$ cat src/rtl/uart_tx_fifo.sv
// Buffered UART transmitter: a byte FIFO feeding an LSB-first serialiser (start, 8 data, opt. parity, 1-2 stop).
// Write-to-start-bit latency is 2 cycles from empty; tx_ready = !full, so a full FIFO stalls the source.
module uart_tx_fifo #(
    parameter int CLKS_PER_BIT = 434,
    parameter int FIFO_AW      = 3,
    parameter int PARITY_EN    = 0,
    parameter int PARITY_ODD   = 0,
    parameter int STOP_BITS    = 1
) (
    input  logic             clk,
    input  logic             rst,
    input  logic             tx_valid,
    input  logic [7:0]       tx_data,
    output logic             tx_ready,
    output logic             tx,
    output logic             busy,
    output logic [FIFO_AW:0] fifo_count,
    output logic             tx_done
);
    localparam int DEPTH = 1 << FIFO_AW;
    localparam int CW    = $clog2(CLKS_PER_BIT);

    localparam logic [CW-1:0]    CNT_MAX   = CW'(CLKS_PER_BIT - 1);
    localparam logic [CW-1:0]    CNT_ONE   = CW'(1);
    localparam logic [FIFO_AW:0] CNT_FULL  = {1'b1, {FIFO_AW{1'b0}}};
    localparam logic             PAR_ON    = (PARITY_EN != 0);
    localparam logic             ODD_BIT   = (PARITY_ODD != 0);
    localparam logic             LAST_STOP = (STOP_BITS == 2);

    typedef enum logic [2:0] {
        S_IDLE,
        S_START,
        S_DATA,
        S_PARITY,
        S_STOP
    } state_t;

    logic [7:0]         mem_q [DEPTH];
    logic [FIFO_AW-1:0] wr_ptr_q, wr_ptr_d;
    logic [FIFO_AW-1:0] rd_ptr_q, rd_ptr_d;
    logic [FIFO_AW:0]   count_q, count_d;

    state_t             state_q, state_d;
    logic [CW-1:0]      cnt_q, cnt_d;
    logic [2:0]         bit_idx_q, bit_idx_d;
    logic               stop_idx_q, stop_idx_d;
    logic [7:0]         shift_q, shift_d;
    logic               par_q, par_d;
    logic               tx_q, tx_d;
    logic               done_q, done_d;
    logic               busy_q, busy_d;

    logic push;
    logic pop;
    logic fifo_nonempty;
    logic bit_end;

    // Ready is taken from the registered count, so a same-cycle pop cannot reopen a full FIFO.
    assign tx_ready      = !rst && (count_q != CNT_FULL);
    assign push          = tx_valid && tx_ready;
    assign fifo_nonempty = (count_q != '0);
    assign bit_end       = (cnt_q == '0);

    always_comb begin
        wr_ptr_d = wr_ptr_q;
        rd_ptr_d = rd_ptr_q;
        count_d  = count_q;
        if (push) begin
            wr_ptr_d = wr_ptr_q + 1'b1;
        end
        if (pop) begin
            rd_ptr_d = rd_ptr_q + 1'b1;
        end
        case ({push, pop})
            2'b10:   count_d = count_q + 1'b1;
            2'b01:   count_d = count_q - 1'b1;
            default: count_d = count_q;
        endcase
    end

    always_comb begin
        state_d    = state_q;
        cnt_d      = cnt_q;
        bit_idx_d  = bit_idx_q;
        stop_idx_d = stop_idx_q;
        shift_d    = shift_q;
        par_d      = par_q;
        tx_d       = tx_q;
        done_d     = 1'b0;
        pop        = 1'b0;

        // Every non-idle state runs the bit timer; a bit ends when it reads zero.
        if (state_q != S_IDLE) begin
            cnt_d = bit_end ? CNT_MAX : (cnt_q - CNT_ONE);
        end

        case (state_q)
            S_IDLE: begin
                tx_d = 1'b1;
                if (fifo_nonempty) begin
                    pop     = 1'b1;
                    shift_d = mem_q[rd_ptr_q];
                    par_d   = 1'b0;
                    cnt_d   = CNT_MAX;
                    tx_d    = 1'b0;
                    state_d = S_START;
                end
            end
            S_START: begin
                if (bit_end) begin
                    bit_idx_d = 3'd0;
                    tx_d      = shift_q[0];
                    state_d   = S_DATA;
                end
            end
            S_DATA: begin
                if (bit_end) begin
                    shift_d   = {1'b0, shift_q[7:1]};
                    par_d     = par_q ^ shift_q[0];
                    bit_idx_d = bit_idx_q + 3'd1;
                    if (bit_idx_q != 3'd7) begin
                        tx_d = shift_q[1];
                    end else if (PAR_ON) begin
                        tx_d    = par_q ^ shift_q[0] ^ ODD_BIT;
                        state_d = S_PARITY;
                    end else begin
                        tx_d       = 1'b1;
                        stop_idx_d = 1'b0;
                        state_d    = S_STOP;
                    end
                end
            end
            S_PARITY: begin
                if (bit_end) begin
                    tx_d       = 1'b1;
                    stop_idx_d = 1'b0;
                    state_d    = S_STOP;
                end
            end
            S_STOP: begin
                // Raised one cycle early so the registered pulse lands on the last stop cycle.
                if ((stop_idx_q == LAST_STOP) && (cnt_q == CNT_ONE)) begin
                    done_d = 1'b1;
                end
                if (bit_end) begin
                    if (stop_idx_q != LAST_STOP) begin
                        stop_idx_d = 1'b1;
                    end else if (fifo_nonempty) begin
                        pop     = 1'b1;
                        shift_d = mem_q[rd_ptr_q];
                        par_d   = 1'b0;
                        tx_d    = 1'b0;
                        state_d = S_START;
                    end else begin
                        state_d = S_IDLE;
                    end
                end
            end
            default: begin
                tx_d    = 1'b1;
                state_d = S_IDLE;
            end
        endcase

        busy_d = (state_d != S_IDLE) || (count_d != '0);
    end

    always_ff @(posedge clk) begin
        if (push) begin
            mem_q[wr_ptr_q] <= tx_data;
        end
    end

    always_ff @(posedge clk or posedge rst) begin
        if (rst) begin
            wr_ptr_q   <= '0;
            rd_ptr_q   <= '0;
            count_q    <= '0;
            state_q    <= S_IDLE;
            cnt_q      <= '0;
            bit_idx_q  <= '0;
            stop_idx_q <= 1'b0;
            shift_q    <= '0;
            par_q      <= 1'b0;
            tx_q       <= 1'b1;
            done_q     <= 1'b0;
            busy_q     <= 1'b0;
        end else begin
            wr_ptr_q   <= wr_ptr_d;
            rd_ptr_q   <= rd_ptr_d;
            count_q    <= count_d;
            state_q    <= state_d;
            cnt_q      <= cnt_d;
            bit_idx_q  <= bit_idx_d;
            stop_idx_q <= stop_idx_d;
            shift_q    <= shift_d;
            par_q      <= par_d;
            tx_q       <= tx_d;
            done_q     <= done_d;
            busy_q     <= busy_d;
        end
    end

    assign tx         = tx_q;
    assign tx_done    = done_q;
    assign busy       = busy_q;
    assign fifo_count = count_q;

endmodule

$ cat config.mk
export PLATFORM = sky130hd
export DESIGN_NAME = uart_tx_fifo
export DESIGN_NICKNAME = d
export VERILOG_FILES = /design/src/rtl/uart_tx_fifo.sv
export SDC_FILE = /design/constraint.sdc
export NUM_CORES = 1
export LEC_CHECK = 0
export BUFFER_PORTS_ARGS = -buffer_cell sky130_fd_sc_hd__buf_2
export CAP_MARGIN = 20
export CORE_MARGIN = 8
export CORE_UTILIZATION = 55
export CTS_CLUSTER_DIAMETER = 40
export DETAILED_ROUTE_END_ITERATION = 10
export GPL_ROUTABILITY_DRIVEN = 1
export GPL_TIMING_DRIVEN = 0
export PLACE_DENSITY = 0.8
export SYNTH_ARGS = -nofsm -noshare
export SYNTH_HDL_FRONTEND = slang
export SYNTH_SLANG_ARGS = --single-unit
export TNS_END_PERCENT = 5
$ cat constraint.sdc
create_clock -name clk -period 3.1 [get_ports clk]
set_input_delay 0.155 -clock clk [delete_from_list [all_inputs] [get_ports clk]]
set_output_delay 0.155 -clock clk [all_outputs]
set_load 0.03 [all_outputs]
==> out/qor.yml <==
wl_um: 8624
synth.area.top_cells: "edfxtp_1 (42%), dfrtp_1 (19%), mux4_2 (7.9%)"
fmax_ghz: 0.3355
grt_pass1_vias: 2760
numCtsBuffers: 9
synth_top_area_share_pct: 42.05
die_area_um2: 11480
grt_pass1_wl_um: 13820
pwr-share-seq_pct: 43.0
cts.htree.levels: 3
skew_ns: 0.01164
min_to: "mem_q[0][6]"
cap_violations: 0
drv_slew: 0
hpwl_um: 5910
setup_viol: 0
drive_gt1_share_pct: 24.80
power_frac_clock_pct: 20.5
final_nets: 382
synth.most_common_cell: "edfxtp_1"
status: "finished, final reports clean"
met3_length_um: 302
fin_util_pct: 63.34
r2r_end: "busy"
yosys_warnings: 0
synth_area_um2: 4571
synth-main-ff-cell: "edfxtp_1"
wire_per_inst_um: 18.27
start_util_pct: 56.19
r2r_setup_slack_ns: 0.12
grt_start_max_net_pins: 25
die_w_um: 107.2
cts_root_buf: "clkbuf_8"
antenna_found_initial: 0
final_cell_area_um2: 5152
worstSetupPathType: "reg2reg"
postRouteAntennaNets: 0
p_switching_uw: 1603
diodes: 0
drt-met1-wl_um: 3859
finalHoldViolCount: 0
worstPathMaxFanout: 7
cts.sinks: 100
ys_ff_latch: 100
end_kind: "register"
dp_cells: 452
drt_iter0_markers: 259
syn-num-nets: 343
pin_count: 19
grt_overflow: 0
cp-start-kind: "register"
relSlewSlack_pct: 41.87
rows: 33
wl_met2_um: 4296
gp_congestion: 0.8050
stdcell_count: 472
r2r_cells: 10
synth_largest_area_cell: "edfxtp_1"
clk_latency_ns: 0.37
arrival_ns: 3.29
syn_avg_cell_area_um2: 14.15
p_sw_share_pct: 36.18
num_vias: 2779
hold_slack_ns: 0.04695
clk_path_buf_depth: 2
timing.final.crit_share_pct: 96.14
crit-reg2reg-launch: "fifo_count[1]"
synthArstFlopShare_pct: 36.00
top_layer_used: "met4"
min_period_ns: 2.980
hold_depth: 1
die_y_um: 107.2
ys_top_cells_by_count: "edfxtp_1 (64), dfrtp_1 (35), nand2_1 (28)"
via_per_inst: 5.888
first_pass_iters: 5
vdd_drop_max_v: 0.0004962
ys_types: 58
clk_pin_slew_worst_paths_ns: 0.11
tightest_slew_ns: 0.8688
portBuffers: 18
placedInstanceArea_um2: 4858
core-area_um2: 8134
drc_errors: 0
synth-edff-count: 64
combPwrFrac_pct: 36.5
crit_required_ns: 3.41
hold_path_class: "in2reg"
hold_start: "tx_data[6]"
syn_inst: 323
tritoncts: "yes"
intPower_uw: 2828
leakage_uw: 0.001867
p_per_area_nw_per_um2: 859.9
track_usage_pct: 15.71
area_growth_pct: 12.73
yosysSeqAreaShare_pct: 61.78
## kinds of logic (layout without fill, tap and decap cells)
logic type	count (synthesis)	count (layout)	share of synthesized area (%)
and+or+nand+nor	92	92	11.03
buffers and inverters	19	63	1.998
muxes	39	39	13.19
xor gates and xnor gates	11	11	2.108
adders and majority gates	9	9	2.464
AOI/OAI and AO/OA	53	53	7.419
DFF	100	100	61.78
## how the worst max path moves through the flow
stage,from,end,slack (ns),cells past startpoint
after detailed placement,cnt_q[0],busy,-0.20,12
after CTS,fifo_count[0],busy,0.04,10
after floorplan,fifo_count[3],busy,0.07,11
final,fifo_count[1],busy,0.12,10
after global routing,fifo_count[1],busy,-0.004,10
after global placement,cnt_q[0],busy,-0.17,12
## cell type report
type,instances,area [um2]
plain buffers,13,68.82
clock buffers,9,123.9
clock inverters,7,97.59
fillers,575,2982
inverters,6,26.28
multi-input cells,204,1695
flip-flops and latches,100,2826
well taps,105,131.4
repair buffers,28,182.7
## power groups by stage
stage | combinational (uW) | clock, uW | sequential, uW
3_3_place_gp | 1500 | 0 | 1910
4_1_cts | 1600 | 920 | 1900
6_report | 1620 | 910 | 1900
2_1_floorplan | 1160 | 0 | 1940
3_5_place_dp | 1580 | 0 | 1930
5_1_grt | 1770 | 962 | 1940
## critical path, cell delays in order, from the launching register on
cell	delay, ns
dfrtp_1	0.44
or4b_4	0.59
and2_4	0.19
clkinvlp_4	0.14
ha_2	0.33
or2b_2	0.33
nor2_2	0.14
nand3_1	0.12
or3_1	0.34
a32o_1	0.26
nand2_1	0.05
## sequential cells by signal, summed over array words and instances, names as in the netlist, 3 cells and up
signal	cells
mem_q	64
cnt_q	9
shift_q	8
fifo_count	4
bit_idx_q	3
rd_ptr_q	3
state_q	3
wr_ptr_q	3
## routing by layer
layer | vias up | global-route usage (%)
met1 | 1396 | 19.20
met3 | 13 | 3.419
met4 | 0 | 6.231
li1 | 1303 | -
met5 | - | 0
met2 | 67 | 26.48
## stage by stage
step                 TNS (ns)  power, uW  setup WS [ns]
finish                      0       4431         0.1195
global route        -0.003684       4668      -0.003684
CTS                         0       4420        0.03934
detailed placement    -0.1977       3508        -0.1977
global placement      -0.1720       3403        -0.1720
floorplan                   0       3107        0.06670
## layout by cell type, fill, tap and decap left out, types with 10 or more instances in the layout
| master | Yosys | final |
|---|---|---|
| mux2i_1 | 13 | 13 |
| mux4_2 | 16 | 16 |
| buf_2 | 3 | 23 |
| dfrtp_1 | 35 | 33 |
| nand2_1 | 28 | 27 |
| nor3_1 | 10 | 10 |
| o21ai_0 | 21 | 21 |
| edfxtp_1 | 64 | 64 |
| nor2_1 | 23 | 20 |
| a21oi_1 | 11 | 10 |
| xnor2_1 | 10 | 10 |
## timing repair
item | 4_1_cts | 5_1_grt
hold buffers | 1 | 0
resized for setup | 4 | 8
pin swaps | 1 | 1
setup buffers | 2 | 1
endpoints found under the setup margin | 1 | 1
hold endpoints to repair | 12 | 0
Note: power is estimated with default switching activity, not from simulation.
